<file path="config.mk">
export PLATFORM = sky130hd
export DESIGN_NAME = cmd_frame_dispatcher
export DESIGN_NICKNAME = d
export VERILOG_FILES = /design/src/rtl/cmd_pkg.sv /design/src/rtl/cmd_field_shreg.sv /design/src/rtl/cmd_frame_dispatcher.sv
export SDC_FILE = /design/constraint.sdc
export NUM_CORES = 1
export LEC_CHECK = 0
export ABC_AREA = 1
export CORE_MARGIN = 10
export CORE_UTILIZATION = 50
export CTS_CLUSTER_SIZE = 10
export DETAILED_ROUTE_END_ITERATION = 7
export HOLD_SLACK_MARGIN = 0.08
export PLACE_DENSITY_LB_ADDON = 0.08
export SETUP_SLACK_MARGIN = 0.2
export SLEW_MARGIN = 10
export SYNTH_ARGS = -nofsm -noshare
export SYNTH_HDL_FRONTEND = slang
export SYNTH_SLANG_ARGS = --single-unit
</file>
<file path="constraint.sdc">
create_clock -name clk -period 2.1 [get_ports clk]
set_input_delay 0.525 -clock clk [delete_from_list [all_inputs] [get_ports clk]]
set_output_delay 0.525 -clock clk [all_outputs]
set_load 0.01 [all_outputs]
</file>
<file path="src/rtl/cmd_pkg.sv">
// cmd_pkg: shared opcodes, record signal encodings, error codes and FSM states for the command dispatcher
package cmd_pkg;
    localparam logic [7:0] OP_ISSUE    = 8'd1;
    localparam logic [7:0] OP_TRANSFER = 8'd2;
    localparam logic [7:0] OP_REFER    = 8'd3;
    localparam logic [7:0] OP_CREATE   = 8'd4;
    localparam logic [1:0] SIG_REFER    = 2'b00;
    localparam logic [1:0] SIG_CREATE   = 2'b01;
    localparam logic [1:0] SIG_ISSUE    = 2'b10;
    localparam logic [1:0] SIG_TRANSFER = 2'b11;
    localparam logic [1:0] ERR_NONE     = 2'b00;
    localparam logic [1:0] ERR_OPCODE   = 2'b01;
    localparam logic [1:0] ERR_OVERRUN  = 2'b10;
    localparam logic [1:0] ERR_TIMEOUT  = 2'b11;
    typedef logic [2:0] state_t;
    localparam state_t ST_IDLE = 3'd0;
    localparam state_t ST_KEY  = 3'd1;
    localparam state_t ST_KIND = 3'd2;
    localparam state_t ST_VAL  = 3'd3;
    localparam state_t ST_OUT  = 3'd4;
    function automatic logic op_ok(input logic [7:0] op);
        return op >= OP_ISSUE && op <= OP_CREATE;
    endfunction
    function automatic logic [1:0] op_sig(input logic [7:0] op);
        return op == OP_ISSUE ? SIG_ISSUE : op == OP_TRANSFER ? SIG_TRANSFER :
               op == OP_CREATE ? SIG_CREATE : SIG_REFER;
    endfunction
endpackage

</file>
<file path="src/rtl/cmd_field_shreg.sv">
// cmd_field_shreg: byte-wide load-shift register with synchronous clear, MSB-first accumulation
// Ports: clk, reset (async active-low), clr (zero the field), shift (append din as new LSB byte),
//        din[7:0] incoming byte, q[W-1:0] accumulated field
module cmd_field_shreg #(
    parameter int W = 32
) (
    input  logic         clk,
    input  logic         reset,
    input  logic         clr,
    input  logic         shift,
    input  logic [7:0]   din,
    output logic [W-1:0] q
);
    always_ff @(posedge clk or negedge reset) begin
        if (!reset) q <= '0;
        else if (clr) q <= '0;
        else if (shift) q <= (q << 8) | W'(din);
    end
endmodule

</file>
<file path="src/rtl/cmd_frame_dispatcher.sv">
// cmd_frame_dispatcher: parses a UART byte stream into ledger command records on a valid/ready handshake
// Ports: clk, reset (async active-low), tick_in (baud tick, timeout only), rx_byte/rx_valid (byte strobe),
//        cmd_valid/cmd_ready handshake, cmd_signal/cmd_key/cmd_value/cmd_transact_kind/cmd_transact_value
//        record fields, busy (frame or record pending), err_valid/err_code (1-cycle error pulse, held code)
// Optional inter-byte timeout enabled by defining CMD_TIMEOUT_EN.
module cmd_frame_dispatcher
    import cmd_pkg::*;
#(
    parameter int KEY_W         = 32,
    parameter int VAL_W         = 32,
    parameter int TIMEOUT_TICKS = 16
) (
    input  logic             clk,
    input  logic             reset,
    input  logic             tick_in,
    input  logic [7:0]       rx_byte,
    input  logic             rx_valid,
    output logic             cmd_valid,
    input  logic             cmd_ready,
    output logic [1:0]       cmd_signal,
    output logic [KEY_W-1:0] cmd_key,
    output logic [VAL_W-1:0] cmd_value,
    output logic             cmd_transact_kind,
    output logic [VAL_W-1:0] cmd_transact_value,
    output logic             busy,
    output logic             err_valid,
    output logic [1:0]       err_code
);
    localparam int KB = KEY_W / 8;
    localparam int VB = VAL_W / 8;
    localparam int CW = $clog2((KEY_W > VAL_W ? KEY_W : VAL_W) / 8) + 1;
    state_t        state;
    logic [CW-1:0] cnt;
    logic          start, key_end, val_end, timeout;
    assign start   = state == ST_IDLE && rx_valid && op_ok(rx_byte);
    assign key_end = cnt == CW'(KB - 1);
    assign val_end = cnt == CW'(VB - 1);
    assign cmd_valid = state == ST_OUT;
    assign busy      = state != ST_IDLE;
`ifdef CMD_TIMEOUT_EN
    localparam int TW = $clog2(TIMEOUT_TICKS + 1);
    logic [TW-1:0] ticks;
    logic          in_frame;
    assign in_frame = state == ST_KEY || state == ST_KIND || state == ST_VAL;
    // A byte arriving on the expiry tick keeps the frame alive.
    assign timeout  = in_frame && tick_in && !rx_valid && ticks == TW'(TIMEOUT_TICKS - 1);
    always_ff @(posedge clk or negedge reset) begin
        if (!reset) ticks <= '0;
        else if (rx_valid || !in_frame) ticks <= '0;
        else if (tick_in) ticks <= ticks + 1'b1;
    end
`else
    logic unused_tick;
    assign unused_tick = tick_in & (TIMEOUT_TICKS > 0);
    assign timeout     = 1'b0;
`endif
    always_ff @(posedge clk or negedge reset) begin
        if (!reset) begin
            state             <= ST_IDLE;
            cnt               <= '0;
            cmd_signal        <= SIG_REFER;
            cmd_transact_kind <= 1'b0;
            err_valid         <= 1'b0;
            err_code          <= ERR_NONE;
        end else begin
            err_valid <= 1'b0;
            if (timeout) begin
                state     <= ST_IDLE;
                err_valid <= 1'b1;
                err_code  <= ERR_TIMEOUT;
            end else begin
                case (state)
                    ST_IDLE: begin
                        if (start) begin
                            state             <= ST_KEY;
                            cnt               <= '0;
                            cmd_signal        <= op_sig(rx_byte);
                            cmd_transact_kind <= 1'b0;
                        end else if (rx_valid && rx_byte != 8'h00) begin
                            err_valid <= 1'b1;
                            err_code  <= ERR_OPCODE;
                        end
                    end
                    ST_KEY: begin
                        if (rx_valid) begin
                            cnt <= key_end ? '0 : cnt + 1'b1;
                            if (key_end)
                                state <= cmd_signal == SIG_REFER ? ST_OUT :
                                         cmd_signal == SIG_CREATE ? ST_VAL : ST_KIND;
                        end
                    end
                    ST_KIND: begin
                        if (rx_valid) begin
                            cmd_transact_kind <= rx_byte[0];
                            state             <= ST_VAL;
                            cnt               <= '0;
                        end
                    end
                    ST_VAL: begin
                        if (rx_valid) begin
                            cnt <= val_end ? '0 : cnt + 1'b1;
                            if (val_end) state <= ST_OUT;
                        end
                    end
                    ST_OUT: begin
                        if (cmd_ready) state <= ST_IDLE;
                        // Overrun byte is dropped; the held record is untouched.
                        if (rx_valid) begin
                            err_valid <= 1'b1;
                            err_code  <= ERR_OVERRUN;
                        end
                    end
                    default: state <= ST_IDLE;
                endcase
            end
        end
    end
    cmd_field_shreg #(.W(KEY_W)) u_key (
        .clk(clk), .reset(reset), .clr(start),
        .shift(state == ST_KEY && rx_valid && !timeout),
        .din(rx_byte), .q(cmd_key)
    );
    cmd_field_shreg #(.W(VAL_W)) u_value (
        .clk(clk), .reset(reset), .clr(start),
        .shift(state == ST_VAL && rx_valid && cmd_signal == SIG_CREATE),
        .din(rx_byte), .q(cmd_value)
    );
    cmd_field_shreg #(.W(VAL_W)) u_tv (
        .clk(clk), .reset(reset), .clr(start),
        .shift(state == ST_VAL && rx_valid && cmd_signal != SIG_CREATE),
        .din(rx_byte), .q(cmd_transact_value)
    );
endmodule

</file>
==> metrics, run 1 <==
DRC Markers 0; # IOs ~120; register area share after synthesis ~55%; Synth Area in XOR/XNOR 0%; Clock Skew 0.00826 ns; Worst EP arrival 1.33 ns; Hold Slack 0.499 ns; Initial Utilization 50.8%; final period utilization 88.2%; CP peak stage delay around 0.56 ns; Crit Path Max Fanout 3; die height 119 um; GRT Max-Usage Layer met2; GP Congestion 0.786; CTS Sinks 108; first-pass GRT wire length 20300 um; setup TNS 0 ns; # fillers 768; Antenna Cells 0; vias in the first global route 4191; CP Data Required Time 1.57 ns; Worst Setup Slack, final around 0.25 ns; Placed Cells incl. Taps 906; row count 36; Synth Area in Adders less than 1%; proportion of netlist area held by the largest area contributor 55.0%; Syn Nets 653; largest net degree at the start of global routing 51; Cell Pwr Density 1130 nW/um^2; Stages on worst setup path 1; Final Max Slew Viols 0; pre-CTS setup slack -0.232 ns; WL/cell 13.4 um; synthesized flop and latch total 108; DRT iter0 DRCs 271; Syn Inst Count 639; via/cell ratio roughly 4.6; area of the mapped netlist 4920 um^2; nets between 800 and 900; CP delay by family, top buffers and inverters; mux cell area share after synthesis 0%; met2 Track Usage GR roughly 28%; R2R cell count 10; post-synthesis compound-gate area fraction 6.01%; FMAX 540 MHz; die area 14200 um^2; CTS tree yes; Slew HR 71.7%; commonest non-fill, non-tap cell in the layout inv_1; deepest clock path buffer count 2; share of layout cells above drive strength 1 10.6%; Synth area leader dfrtp_1; GR Util met3 6.38%; unrepaired setup endpoints after global routing yes; dpl hpwl 9150 um; gr usage total 17.4%; crit end category output pin; Peak VDD IR 0.834 mV; syn_area_per_cell 7.69 um^2; Slowest cell on crit path clkdlybuf4s50_1; number of buffers created by CTS 9; synth top area cells dfrtp_1 (55%), inv_1 (12%), nor2_1 (11%); largest family of logic cells by synthesized area simple AND/OR/NAND/NOR gates; WS Path Type reg -> out; Die W 119 um; via count about 4200; Core Area 9680 um^2; Setup Viol. Count Final 0; Post-Route WL between 10000 and 15000 um; CTS root buf clkbuf_8; footprint of the multi-input gates 1590 um^2; worst-skew pair later-pin latency 0.37 ns; Max-Cap Viols 0; flip-flop and latch area 2700 um^2; hold crit path type reg -> reg; Final min period approximately 1.9 ns; synth unique cells 24; WHS Path Cells 2; Synth Warn # 0; Overflow after GRT 0; Area Overhead vs Synth 40.0%; CP bufs+invs 1; status finished clean; commonest non-fill, non-tap cells in the layout inv_1 (154), nor2_1 (142), dfrtp_1 (107); CP Cell Sequence clkdlybuf4s50_1; H-tree Lvls 3; initial antenna violation count 0; fin cells 928; drt pass-1 iters 4; CTS clock-pin slew for the worst setup and hold paths 0.10 ns; measured slew at the worst slew-check pin ~0.42 ns; critical path launch point type flop; Leak Pwr between 3 and 4 nW; PortBufs 115; met1 Track Usage GR 20.3%; ANT nets after route 0; final hold vios 0; simple-gate share of the synthesized area 24.3%
[logic make-up (layout without fill, tap and decap cells)]
logic type	after synthesis	in the layout
AOI/OAI and AO/OA	56	56
adders and majority gates	1	1
DFF	108	108
and+or+nand+nor	295	296
buffers and inverters	179	334
[cell usage after synthesis (all sizes together)]
library cell  number
buf               16
nand2            114
and2               1
clkbuf             4
inv              158
nand3             20
nor2             148
nor3               3
o21ai             49
clkinv             1
ha                 1
o211ai             1
o21a               5
a21oi              1
dfrtp            108
nand4              9
[metal layers]
metal / wire, um / up-vias / part of all wire (%)
met1: 5310 / 1946 / 43
met3: 1050 / 15 / 8.4
met5: 0 / - / 0
met2: 5900 / 105 / 47
li1: - / 2167 / -
met4: 206 / 0 / 1.7
[power by group]
| group | internal [W] | total (W) | leakage (nW) | switching (W) |
|---|---|---|---|---|
| clock network | 0.000609 | 0.00130 | 0.105 | 0.000693 |
| logic | 0.00167 | 0.00339 | 2.50 | 0.00173 |
| registers | 0.00271 | 0.00308 | 1.26 | 0.000367 |
[worst min-delay path: cells and delay by family, from the launching register on]
kind          cells  cell delay [ns]
flops             1             0.37
simple gates      2             0.11
[per-stage QoR]
stage / util [%] / area (um^2) / power [W]
after global routing: 71.1 / 6880 / 0.00837
after CTS: 69.3 / 6710 / 0.00779
after floorplan: - / 4920 / 0.00469
after detailed placement: 67.0 / 6480 / 0.00647
after global placement: 67.0 / 6480 / 0.00637
final: 71.1 / 6880 / 0.00777
[flip-flops by register name, summed over array words and instances, names as in the netlist]
signal / cells
err_valid: 1
u_key.q: 32
u_tv.q: 32
cmd_signal: 2
u_value.q: 32
cnt: 3
cmd_transact_kind: 1
state: 3
err_code: 2
[worst paths after layout]
kind / startpoint / slack, ns / endpoint
max: u_value.q[5] / 0.25 / cmd_value[5]
min: cnt[2] / 0.50 / cnt[2]
max reg2reg: state[2] / 0.40 / u_value.q[30]
min reg2reg: cnt[2] / 0.50 / cnt[2]
max in group asynchronous: reset / 0.96 / u_key.q[6]
min in group asynchronous: reset / 0.58 / u_value.q[27]
[timing repair]
| item | in CTS | in global routing |
|---|---|---|
| setup buffers | 1 | 2 |
| cloned | 0 | 3 |
| endpoints found under the hold margin | 19 | 0 |
| pin swaps | 0 | 6 |
| gates resized for setup | 7 | 30 |
| endpoints found under the setup margin | 8 | 92 |
| hold buffers | 1 | 0 |
[cell type report]
| class | count | area share, % |
|---|---|---|
| inverters | 159 | 8.67 |
| repair buffers | 160 | 23.6 |
| flip-flops and latches | 108 | 39.3 |
| well taps | 133 | 2.42 |
| multi-input cells | 353 | 23.2 |
| clock buffers | 11 | 2.20 |
| clock inverters | 4 | 0.709 |
(Power assumes the default switching activity.)
==> inputs of run 2 (changes only) <==
--- a/config.mk
+++ b/config.mk
@@ -6,8 +6,9 @@
 export NUM_CORES = 1
 export LEC_CHECK = 0
 export ABC_AREA = 1
+export CORE_ASPECT_RATIO = 1.75
 export CORE_MARGIN = 10
-export CORE_UTILIZATION = 50
+export CORE_UTILIZATION = 30
 export CTS_CLUSTER_SIZE = 10
 export DETAILED_ROUTE_END_ITERATION = 7
 export HOLD_SLACK_MARGIN = 0.08
==> run 2 against run 1 <==
Compared with the run above:
- final cell count grew 6.0%
- setup slack gained 0.016 ns
- sequential power hardly changed
- cell area grew 2.2%
- critical path depth stayed put
- combinational power hardly changed
- count of clock-buffer cells in the layout down 1
- utilization decreased by 27 points
- clock skew grew 0.0038 ns
- via count grew 0.14%
- largest cell class unchanged
- largest power group unchanged
==> metrics, run 2 (same netlist as run 1, synthesis figures left out) <==
DRT iter0 DRCs 111; top sig layer met4; first-pass GRT wire length about 22000 um; Leak Pwr 3.81 nW; hold crit path type in -> async; CTS root buf clkbuf_16; dpl hpwl 10300 um; # IOs 117; # fillers 1670; DR WL met3 ~1100 um; Cell Pwr Density 1180 nW/um^2; worst r2r src state[1]; share of layout cells above drive strength 1 between 10% and 20%; final hold vios 0; Core Area approximately 16000 um^2; CP delay by family, top buffers and inverters; measured slew at the worst slew-check pin 0.508 ns; CTS clock-pin slew for the worst setup and hold paths 0.08 ns; row count 61; FMAX 545 MHz; worst reg2reg endpoint u_tv.q[31]; CTS Sinks 108; die area approximately 22000 um^2; deepest clock path buffer count 2; Area Overhead vs Synth 43.2%; GP Congestion 0.757; via count approximately 4200; # hold bufs at CTS 0; CTS tree yes; Max-Cap Viols 0; Clock Skew 0.0121 ns; Die W 117 um; Setup Viol. Count Final 0; setup TNS 0 ns; worst reg-to-reg setup slack 0.28 ns; commonest non-fill, non-tap cells in the layout inv_1 (153), nor2_1 (142), clkdlybuf4s50_1 (107); CP startpoint cmd_signal[1]; number of buffers created by CTS 9; Overflow after GRT 0; gr usage total 12.6%; via/cell ratio 4.31; H-tree Lvls 3; Final Max Slew Viols 0; DR WL met2 6840 um; WS Path Type reg -> out; commonest non-fill, non-tap cell in the layout inv_1; Slew HR 66.1%; WL/cell 14.2 um; status finished clean; CP Cell Sequence clkdlybuf4s50_1; M1 WL 5920 um; die height 189 um; final period utilization 87.4%; drt pass-1 iters 4; PortBufs ~120; Post-Route WL 14000 um; Initial Utilization 30.7%; crit end category output pin; Worst EP arrival 1.31 ns; PnR Total Power between 0.008 and 0.009 W; Peak VDD IR 0.578 mV; R2R cell count 9; largest net degree at the start of global routing 38; nets 802; worst-skew pair later-pin latency 0.34 ns; DRC Markers 0; ANT nets after route 0; Largest regs u_key.q x32, u_tv.q x32, u_value.q x32; Final min period 1.84 ns; Slowest cell on crit path clkdlybuf4s50_1; unrepaired setup endpoints after global routing yes; Hold Slack 0.149 ns; vias in the first global route 4277; CP bufs+invs 1; critical path launch point type flop; CP Data Required Time 1.57 ns; CP peak stage delay 0.57 ns; Crit Path Max Fanout 4; final core occ 43.9%; initial antenna violation count 1
## run 2: cell types whose count changed in the layout (fill, tap and decap cells not counted), sizes merged, moves of 2 or more
cell and delta:
clkdlybuf4s50 +5, buf -2, diode +2, dlygate4sd2 +2
inv +2, dlymetal6s2s -6
## run 2: repair_timing
action,4_1_cts,5_1_grt
setup buffers,0,4
pin swaps,0,10
setup endpoints to repair,25,73
endpoints found under the hold margin,0,0
gates cloned,0,3
gates resized for setup,10,25
## run 2: final cells by class
cell class | count | area, um^2 | area share [%]
flip-flops and latches | 108 | 2710 | 38.4
diodes | 2 | 5.00 | 0.0711
clock inverters | 6 | 68.8 | 0.978
multi-input cells | 352 | 1580 | 22.4
well taps | 189 | 236 | 3.36
repair buffers | 158 | 1610 | 22.8
clock buffers | 10 | 239 | 3.40
inverters | 159 | 598 | 8.50
## run 2: how the worst max path moves through the flow
stage                          to  cells after the start
floorplan              u_tv.q[21]                     11
global placement     u_value.q[1]                      9
detailed placement   u_value.q[1]                      9
CTS                     cmd_valid                      4
global route           u_tv.q[31]                      9
finish              cmd_signal[1]                      1
## run 2: routing by layer
metal | GRT usage (%) | vias up
li1 | - | 2167
met1 | 14.8 | 1975
met2 | 21.1 | 90
met3 | 4.34 | 7
met4 | 3.53 | 0
met5 | 0 | -
## run 2: where the power goes
| group | internal, W | switching, W | total, W |
|---|---|---|---|
| sequential | 0.00271 | 0.000384 | 0.00310 |
| clock | 0.000971 | 0.000808 | 0.00178 |
| combinational | 0.00169 | 0.00173 | 0.00342 |
## run 2: stage by stage
stage          cells  cell area, um^2  setup WS (ns)
2_1_floorplan    639             4920          0.535
3_3_place_gp     959             6520         -0.216
3_5_place_dp     959             6520         -0.236
4_1_cts          975             6840          0.163
5_1_grt          983             7040          0.144
6_report         984             7040          0.264
